<file path="config.mk">
export PLATFORM = sky130hd
export DESIGN_NAME = s2mm_cmd_sequencer
export DESIGN_NICKNAME = d
export VERILOG_FILES = /design/src/rtl/s2mm_pkg.sv /design/src/rtl/ring_addr_gen.sv /design/src/rtl/s2mm_cmd_sequencer.sv
export SDC_FILE = /design/constraint.sdc
export NUM_CORES = 1
export LEC_CHECK = 0
export ABC_AREA = 1
export CAP_MARGIN = 5
export CORE_UTILIZATION = 45
export CTS_BUF_LIST = sky130_fd_sc_hd__clkbuf_8
export DETAILED_ROUTE_END_ITERATION = 10
export PLACE_DENSITY = 0.75
export SYNTH_ARGS = -nofsm -noshare
export SYNTH_HDL_FRONTEND = slang
export SYNTH_SLANG_ARGS = --single-unit
</file>
<file path="constraint.sdc">
create_clock -name clk -period 3.55 [get_ports clk]
set_clock_uncertainty 0.1 [all_clocks]
set_input_delay 0.5325 -clock clk [delete_from_list [all_inputs] [get_ports clk]]
set_output_delay 0.5325 -clock clk [all_outputs]
set_load 0.01 [all_outputs]
</file>
<file path="src/rtl/s2mm_pkg.sv">
// Shared command/status types and helpers for the S2MM command sequencer.
package s2mm_pkg;

   typedef struct packed {
      logic [3:0]  rsvd;
      logic [3:0]  tag;
      logic [31:0] saddr;
      logic [7:0]  drr_eof;
      logic        incr;
      logic [22:0] btt;
   } s2mm_cmd_t;

   typedef struct packed {
      logic       okay;
      logic       slverr;
      logic       decerr;
      logic       interr;
      logic [3:0] tag;
   } s2mm_sts_t;

   typedef enum logic [1:0] {
      IDLE  = 2'd0,
      ISSUE = 2'd1,
      HALT  = 2'd2
   } seq_state_t;

   function automatic s2mm_cmd_t pack_cmd(input logic [3:0]  tag,
                                          input logic [31:0] saddr,
                                          input logic [22:0] btt);
      s2mm_cmd_t cmd;
      cmd.rsvd    = 4'h0;
      cmd.tag     = tag;
      cmd.saddr   = saddr;
      cmd.drr_eof = 8'h00;
      cmd.incr    = 1'b1;
      cmd.btt     = btt;
      return cmd;
   endfunction

   // A status completes a block only if it is OKAY with no error flag and carries the awaited tag.
   function automatic logic sts_clean(input s2mm_sts_t sts, input logic [3:0] exp_tag);
      return sts.okay & ~sts.slverr & ~sts.decerr & ~sts.interr & (sts.tag == exp_tag);
   endfunction

endpackage

</file>
<file path="src/rtl/ring_addr_gen.sv">
// Ring-buffer address generator: advances by STEP on inc and folds back to BASE at BASE+SIZE.
module ring_addr_gen #(
   parameter logic [31:0] BASE = 32'h0000_0000,
   parameter logic [31:0] SIZE = 32'h0010_0000,
   parameter logic [31:0] STEP = 32'h0000_1000
) (
   input  logic        clk,
   input  logic        reset,
   input  logic        inc,
   output logic [31:0] addr
);

   localparam logic [31:0] RING_END = BASE + SIZE;

   logic [31:0] addr_r;
   logic [31:0] next_s;

   // Next address with wrap at the end of the ring.
   always_comb begin
      if ((addr_r + STEP) == RING_END) begin
         next_s = BASE;
      end else begin
         next_s = addr_r + STEP;
      end
   end

   // Address register.
   always_ff @(posedge clk) begin
      if (reset) begin
         addr_r <= BASE;
      end else if (inc) begin
         addr_r <= next_s;
      end
   end

   assign addr = addr_r;

endmodule

</file>
<file path="src/rtl/s2mm_cmd_sequencer.sv">
// S2MM command sequencer: streams fixed-size INCR commands into a DDR ring buffer
// and checks DataMover status to publish the completed-write pointer.
module s2mm_cmd_sequencer
   import s2mm_pkg::*;
#(
   parameter logic [31:0] BASE_ADDR       = 32'h0000_0000,
   parameter logic [31:0] BUF_BYTES       = 32'h0010_0000,
   parameter logic [22:0] BTT             = 23'h00_1000,
   parameter int unsigned MAX_OUTSTANDING = 4
) (
   input  logic        clk,
   input  logic        reset,
   input  logic        enable,
   output logic [71:0] cmd_tdata,
   output logic        cmd_tvalid,
   input  logic        cmd_tready,
   input  logic [7:0]  sts_tdata,
   input  logic        sts_tvalid,
   output logic        sts_tready,
   output logic [31:0] wr_ptr,
   output logic [31:0] blocks_done,
   output logic [3:0]  outstanding,
   output logic        busy,
   output logic        err,
   output logic [7:0]  err_sts
);

   localparam logic [3:0]  MAX_OUT = 4'(MAX_OUTSTANDING);
   localparam logic [31:0] STEP    = {9'h000, BTT};

   seq_state_t  state_r, state_s;
   logic        cmd_tvalid_r, cmd_tvalid_s;
   logic        sts_tready_r;
   logic [3:0]  tag_r, exp_tag_r;
   logic [3:0]  outstanding_r, outstanding_s;
   logic [31:0] blocks_done_r;
   logic        err_r;
   logic [7:0]  err_sts_r;
   logic        busy_r;
   logic [31:0] issue_addr_s;
   logic        cmd_hs_s, sts_hs_s, sts_dec_s, sts_ok_s, err_set_s, err_any_s;

   assign cmd_hs_s  = cmd_tvalid_r & cmd_tready;
   assign sts_hs_s  = sts_tvalid & sts_tready_r;
   assign sts_dec_s = sts_hs_s & (outstanding_r != 4'd0);
   // After a halt, statuses are drained but no longer move the pointer or raise a new error.
   assign sts_ok_s  = sts_dec_s & ~err_r & sts_clean(s2mm_sts_t'(sts_tdata), exp_tag_r);
   assign err_set_s = sts_hs_s & ~err_r & ~sts_ok_s;
   assign err_any_s = err_r | err_set_s;

   ring_addr_gen #(.BASE(BASE_ADDR), .SIZE(BUF_BYTES), .STEP(STEP)) u_issue_addr (
      .clk   (clk),
      .reset (reset),
      .inc   (cmd_hs_s),
      .addr  (issue_addr_s)
   );

   ring_addr_gen #(.BASE(BASE_ADDR), .SIZE(BUF_BYTES), .STEP(STEP)) u_wr_ptr (
      .clk   (clk),
      .reset (reset),
      .inc   (sts_ok_s),
      .addr  (wr_ptr)
   );

   // Next state and command valid; an asserted tvalid is only ever dropped by a handshake.
   always_comb begin
      state_s      = state_r;
      cmd_tvalid_s = cmd_tvalid_r;
      case (state_r)
         IDLE: begin
            if (err_any_s) begin
               state_s = HALT;
            end else if (enable && (outstanding_r < MAX_OUT)) begin
               state_s      = ISSUE;
               cmd_tvalid_s = 1'b1;
            end else begin
               state_s = IDLE;
            end
         end
         ISSUE: begin
            cmd_tvalid_s = ~cmd_hs_s;
            if (err_any_s) begin
               state_s = HALT;
            end else if (cmd_hs_s) begin
               state_s = IDLE;
            end else begin
               state_s = ISSUE;
            end
         end
         HALT: begin
            state_s      = HALT;
            cmd_tvalid_s = cmd_tvalid_r & ~cmd_hs_s;
         end
         default: begin
            state_s      = HALT;
            cmd_tvalid_s = 1'b0;
         end
      endcase
   end

   // In-flight count; simultaneous issue and completion cancel out.
   always_comb begin
      if (cmd_hs_s && !sts_dec_s) begin
         outstanding_s = outstanding_r + 4'd1;
      end else if (!cmd_hs_s && sts_dec_s) begin
         outstanding_s = outstanding_r - 4'd1;
      end else begin
         outstanding_s = outstanding_r;
      end
   end

   // Sequencer state, counters and sticky error.
   always_ff @(posedge clk) begin
      if (reset) begin
         state_r       <= IDLE;
         cmd_tvalid_r  <= 1'b0;
         sts_tready_r  <= 1'b0;
         tag_r         <= 4'd0;
         exp_tag_r     <= 4'd0;
         outstanding_r <= 4'd0;
         blocks_done_r <= 32'd0;
         err_r         <= 1'b0;
         err_sts_r     <= 8'h00;
         busy_r        <= 1'b0;
      end else begin
         state_r       <= state_s;
         cmd_tvalid_r  <= cmd_tvalid_s;
         sts_tready_r  <= 1'b1;
         outstanding_r <= outstanding_s;
         busy_r        <= (outstanding_s != 4'd0) | cmd_tvalid_s;
         if (cmd_hs_s) begin
            tag_r <= tag_r + 4'd1;
         end
         if (sts_ok_s) begin
            exp_tag_r     <= exp_tag_r + 4'd1;
            blocks_done_r <= blocks_done_r + 32'd1;
         end
         if (err_set_s) begin
            err_r     <= 1'b1;
            err_sts_r <= sts_tdata;
         end
      end
   end

   assign cmd_tdata   = pack_cmd(tag_r, issue_addr_s, BTT);
   assign cmd_tvalid  = cmd_tvalid_r;
   assign sts_tready  = sts_tready_r;
   assign blocks_done = blocks_done_r;
   assign outstanding = outstanding_r;
   assign busy        = busy_r;
   assign err         = err_r;
   assign err_sts     = err_sts_r;

endmodule

</file>
Word-level counts from Yosys, hierarchy flattened

Index checks and enable logic that the tools add are counted.

Input bits: 13
Output and inout bits: 152
Bits in registers: 122
Word-level logic and storage cells: 66

$lt $le $gt $ge: 1
Equality and inequality tests: 5
Bitwise operators: 20
Add/subtract/negate cells: 7
Reductions and logical operators: 8
Multiplexer cells: 13

Operator list:

| operator                                                                 | count |
|---|---|
| 32-bit by 13-bit adder with 32-bit output (second input constant)        | 2 |
| 32-bit by 21-bit equality test with 1-bit output (second input constant) | 2 |
| 32-bit two-way mux                                                       | 2 |
| 32-bit by 1-bit adder with 32-bit output (second input constant)         | 1 |
| 4-bit by 1-bit adder with 4-bit output (second input constant)           | 3 |
| 1-bit bitwise AND                                                        | 12 |
| 4-bit two-way mux                                                        | 2 |
| 4-bit nonzero test                                                       | 2 |
| 1-bit inverter                                                           | 6 |
| 1-bit two-way mux                                                        | 5 |
| 4-bit equality test                                                      | 1 |
| 4-bit by 3-bit < comparator with 1-bit output (second input constant)    | 1 |
| 2-bit two-way mux                                                        | 2 |
| 2-bit one-hot mux with 2 select lines                                    | 1 |
| 4-bit by 1-bit subtractor with 4-bit output (second input constant)      | 1 |
| 1-bit logical AND                                                        | 3 |
| 1-bit one-hot mux with 3 select lines                                    | 1 |
| 2-bit by 1-bit equality test with 1-bit output (second input constant)   | 1 |
| 2-bit equality test (second input constant)                              | 1 |
| 1-bit logical NOT                                                        | 2 |
| 2-bit logical NOT                                                        | 1 |
| 1-bit OR                                                                 | 2 |

Longest topological paths before layout

Depth after elaboration: 12
Gate-level depth with buffers: 13
Mapped depth without buffers: 13

Hierarchy

From an unflattened synthesis, not the netlist that was laid out.

Cells, all modules: 1053
Area total of the unflattened synthesis: 6487.5 um2

Modules (own cells, without submodules):

| module             | cells an instance | times used | area an instance (um2) | seq. area each (um2) |
|---|---|---|---|---|
| s2mm_cmd_sequencer | 557               | 1          | 3554.7                 | 1161.1 |
| ring_addr_gen      | 248               | 2          | 1466.4                 | 400.4 |

Worst setup path after synthesis

No wires, ideal clock.

Kind: flip-flop to flip-flop
From: register u_issue_addr.addr_r[12], in the netlist u_issue_addr.addr[12]
To: register u_issue_addr.addr_r[12], in the netlist u_issue_addr.addr[12]
Clock period less this slack: 1.935 ns
Cell stages (with the launch flop): 13
Arrival time: 1.703 ns
Path buffers: 0
Setup time: 0.132 ns
Path slack: 1.615 ns
Data required time: 3.318 ns
Cell sequence: dfxtp_1 -> ha_1 -> nand2_1 -> nor2_4 -> nand2_1 -> nor2_1 -> nand3_1 -> nand2_1 -> nand2_1 -> nor2_1 -> nand3_2 -> nand2_1 -> a21oi_1

Cells in the longest elaborated chain, start to end: 3

Ends and longest elaborated chain:

| item                                             | line                                     | text |
|---|---|---|
| from (decl)                                      | ring_addr_gen.sv:15                      | `logic [31:0] addr_r;` |
| from (signal assigned)                           | ring_addr_gen.sv:32                      | `addr_r <= next_s;` |
| 32-bit by 13-bit adder with 32-bit output *      | ring_addr_gen.sv:20, ring_addr_gen.sv:23 |  |
| 32-bit by 21-bit equality test with 1-bit output | ring_addr_gen.sv:20                      | `if ((addr_r + STEP) == RING_END) begin` |
| 32-bit two-way mux *                             | ring_addr_gen.sv:20                      |  |

Every way passes the cells marked *; elsewhere a longest branch is shown, timed or not.
A chain may end at the register's enable or synchronous reset.

Worst setup path in the final report

From: input port sts_tdata[1]
To: register err_sts_r[4], in the netlist err_sts[4]

Cells in the longest elaborated chain, start to end: 5

Ends and longest elaborated chain:

| item                 | line                      | text |
|---|---|---|
| from (decl)          | s2mm_cmd_sequencer.sv:17  | `input logic [7:0] sts_tdata,` |
| 4-bit equality test  | s2mm_pkg.sv:42            | `return sts.okay & ~sts.slverr & ~sts.decerr & ~sts.interr & (sts.tag == exp_tag);` |
| 1-bit bitwise AND    | s2mm_pkg.sv:42            |  |
| 1-bit bitwise AND    | s2mm_cmd_sequencer.sv:47  | `assign sts_ok_s = sts_dec_s & ~err_r & sts_clean(s2mm_sts_t'(sts_tdata), exp_tag_r);` |
| 1-bit inverter       | s2mm_cmd_sequencer.sv:48  | `assign err_set_s = sts_hs_s & ~err_r & ~sts_ok_s;` |
| 1-bit bitwise AND    | s2mm_cmd_sequencer.sv:48  |  |
| to (signal assigned) | s2mm_cmd_sequencer.sv:140 | `err_sts_r <= sts_tdata;` |
| to (decl)            | s2mm_cmd_sequencer.sv:38  | `logic [7:0] err_sts_r;` |

No other way between the ends.

==> flow_metrics.tcl <==
set metrics [dict create \
    outcome "completed" \
    most-common-layout-cells "261 x nand2_1, 113 x nor2_1, 103 x clkdlybuf4s50_1" \
    rsz0062_at_grt "no" \
    synth_largest_area_cell "dfxtp_1" \
    leakagePower_nw 2.80 \
    first_global_vias 5352 \
    drt_pass1_iterations 5 \
    synth-seq-area-share_pct 31.6 \
    critical_path_class "primary input to flop" \
    cts_buffers 9 \
    yosys_warnings 0 \
    diodes 0 \
    p_sw_share_pct 28.0 \
    period_share_pct 64.6 \
    syn_avg_cell_area_um2 6.50 \
    cts_setup_buffers 0 \
    synth.area.top_cells "dfxtp_1 32%, nand2_1 16%, buf_4 7.9%, nor2_1 6.8%, inv_1 5.7%" \
    holdWs_ns 0.399 \
    die_w_um 119 \
    end_kind "flop" \
    worst_slew_pin_slew_ns 0.992 \
    grt_overflow 0 \
    power_density_nw_per_um2 311 \
    post-route-util_pct 55.2 \
    hold_path_class "flop to flop" \
    holdBufCountCts 0 \
    grt_max_degree 61 \
    maxCapViolCount 0 \
    crit_arrival_ns 2.46 \
    layout_commonest_cell "nand2_1" \
    num_vias 6012 \
    combPwrFrac_pct 16.0 \
    place_congestion 0.865 \
    fin_crit_ns 2.29 \
    cp-start-kind "primary input" \
    start_util_pct 46.5 \
    rows 42 \
    clk_latency_ns 0.37 \
    core_area_um2 13300 \
    seqPwrFrac_pct 51.5 \
    hold_viol 0 \
    cts_tree "built" \
    worst_ep_required_time_ns 3.72 \
    power.internal_mw 1.65 \
    io_buffers 104 \
    dpl.hpwl_um 10900 \
    syn_inst 956 \
    io_pins 165 \
    clock_power_share_pct 32.6 \
    drive_above_1_share_pct 5.97 \
    grt_antenna_before_repair 0 \
    fill_cells 1347 \
    yosysUniqueCellTypes 41 \
    die_area_um2 14300 \
    areaGrowthSynthToFinish_pct 18.6 \
    clk_pin_slew_ns 0.09 \
    fin_nets 1071 \
    peakVddDrop_mv 0.218 \
    grtUsageTotal_pct 21.3 \
    final-setup-viol-count 0 \
    fp.dieH_um 119 \
    ys_seq_elements 98 \
    clockBufferDepth 2 \
    drtAntennaViolNets 0 \
    p_sw_mw 0.641 \
    cts_resized 0 \
    power.total_mw 2.29 \
    slew_headroom_pct 33.8 \
    cp_max_fo 14 \
    slew_viol_final 0 \
    fin_tns_setup_ns 0 \
    drc 0 \
    fmax_mhz 436 \
    clock-sinks 98 \
    routed_via_density 4.88 \
    grt_pass1_wl_um 24900 \
    clockRootBuffer "clkbuf_8" \
    yosysTopAreaCellShare_pct 31.6 \
    dr.first_iter.drc_count 341 \
    h-tree-depth 3 \
    wl_per_cell_um 12.1 \
    routed_wl_um 15000 \
    synth_area_um2 6210 \
]
==> per-stage QoR <==
stage / cell area [um2] / setup slack [ns] / std cells
6_report: 7360 / 1.26 / 1232
5_1_grt: 7360 / 1.04 / 1232
4_1_cts: 7360 / 1.29 / 1232
3_5_place_dp: 7160 / 0.865 / 1216
3_3_place_gp: 7160 / 0.917 / 1216
2_1_floorplan: 6430 / 1.61 / 1014
==> logic make-up (layout without fill, tap and decap cells) <==
logic type / Yosys count / count (layout) / synth area share (%)
adder cells (fa/ha/maj): 7 / 7 / 1.41
other: 2 / 60 / 0.121
XOR/XNOR: 30 / 30 / 4.23
buffers and inverters: 183 / 225 / 15.1
AND/OR/NAND/NOR: 510 / 510 / 36.5
AO/OA/AOI/OAI: 126 / 126 / 11.0
flip-flops: 98 / 98 / 31.6
==> synth_stat cells, drive strengths merged <==
| master | instances |
|---|---|
| nand2 | 270 |
| nor2 | 127 |
| dfxtp | 98 |
| inv | 98 |
| a21oi | 71 |
| buf | 68 |
| nand3 | 55 |
| o21ai | 39 |
| nor3 | 26 |
| nand4 | 23 |
| xor2 | 18 |
| clkbuf | 16 |
| xnor2 | 12 |
| ha | 7 |
| a211oi | 5 |
| o21bai | 5 |
| o211ai | 3 |
| or2 | 3 |
| and3 | 2 |
| conb | 2 |
| nand3b | 2 |
| a22oi | 1 |
| clkinv | 1 |
| nor3b | 1 |
| nor4 | 1 |
| o21a | 1 |
| o22ai | 1 |
==> worst paths after layout <==
| kind | from | end | slack (ns) | cells after the start |
|---|---|---|---|---|
| min reg2reg | tag_r[1]$_SDFFE_PP0P_ | tag_r[1]$_SDFFE_PP0P_ | 0.40 | 2 |
| max reg2reg | u_issue_addr.addr[12]$_SDFFE_PP0P_ | u_issue_addr.addr[13]$_SDFFE_PP0P_ | 1.30 | 12 |
| min | tag_r[1]$_SDFFE_PP0P_ | tag_r[1]$_SDFFE_PP0P_ | 0.40 | 2 |
| max | sts_tdata[1] | err_sts[4]$_SDFFE_PP0P_ | 1.26 | 10 |
==> critical path, stage by stage <==
cell and delay (ns):
clkdlybuf4s50_1 0.55, xor2_1 0.20, nor3_1 0.08, nand2_1 0.06
buf_4 0.19, nand2_1 0.11, nor2_2 0.41, inv_1 0.16
nor2_1 0.12, nor2_1 0.05
==> state kept, by name, indices dropped and copies added (netlist names) <==
name	cells
cmd_tvalid	1
tag_r	4
err_sts	8
u_wr_ptr.addr	20
blocks_done	32
state_r	2
exp_tag_r	4
outstanding	4
busy	1
err	1
u_issue_addr.addr	20
sts_tready	1
==> per-layer routing <==
layer  part of all wire (%)  routed length, um  global-route usage (%)
met1                     48               7150                    28.4
met2                     46               6910                    35.1
met3                    5.5                822                    4.84
met4                   0.50                 75                    4.53
met5                      0                  0                       0
==> power by group through the flow <==
stage / sequential [mW] / clock [mW] / combinational, mW
2_1_floorplan: 1.21 / 0 / 0.271
3_3_place_gp: 1.20 / 0 / 0.362
3_5_place_dp: 1.20 / 0 / 0.366
4_1_cts: 1.18 / 0.768 / 0.367
5_1_grt: 1.18 / 0.813 / 0.413
6_report: 1.18 / 0.745 / 0.365
==> cell type report <==
| cell class | instances | area, um2 | share of cell area, % |
|---|---|---|---|
| inverters | 99 | 373 | 5.06 |
| repair buffers | 110 | 1080 | 14.7 |
| well taps | 176 | 220 | 2.99 |
| clock buffers | 11 | 151 | 2.06 |
| flip-flops and latches | 98 | 1960 | 26.6 |
| clock inverters | 5 | 46.3 | 0.629 |
| multi-input cells | 733 | 3530 | 47.9 |
No activity file was read; power rests on OpenSTA's default activity.
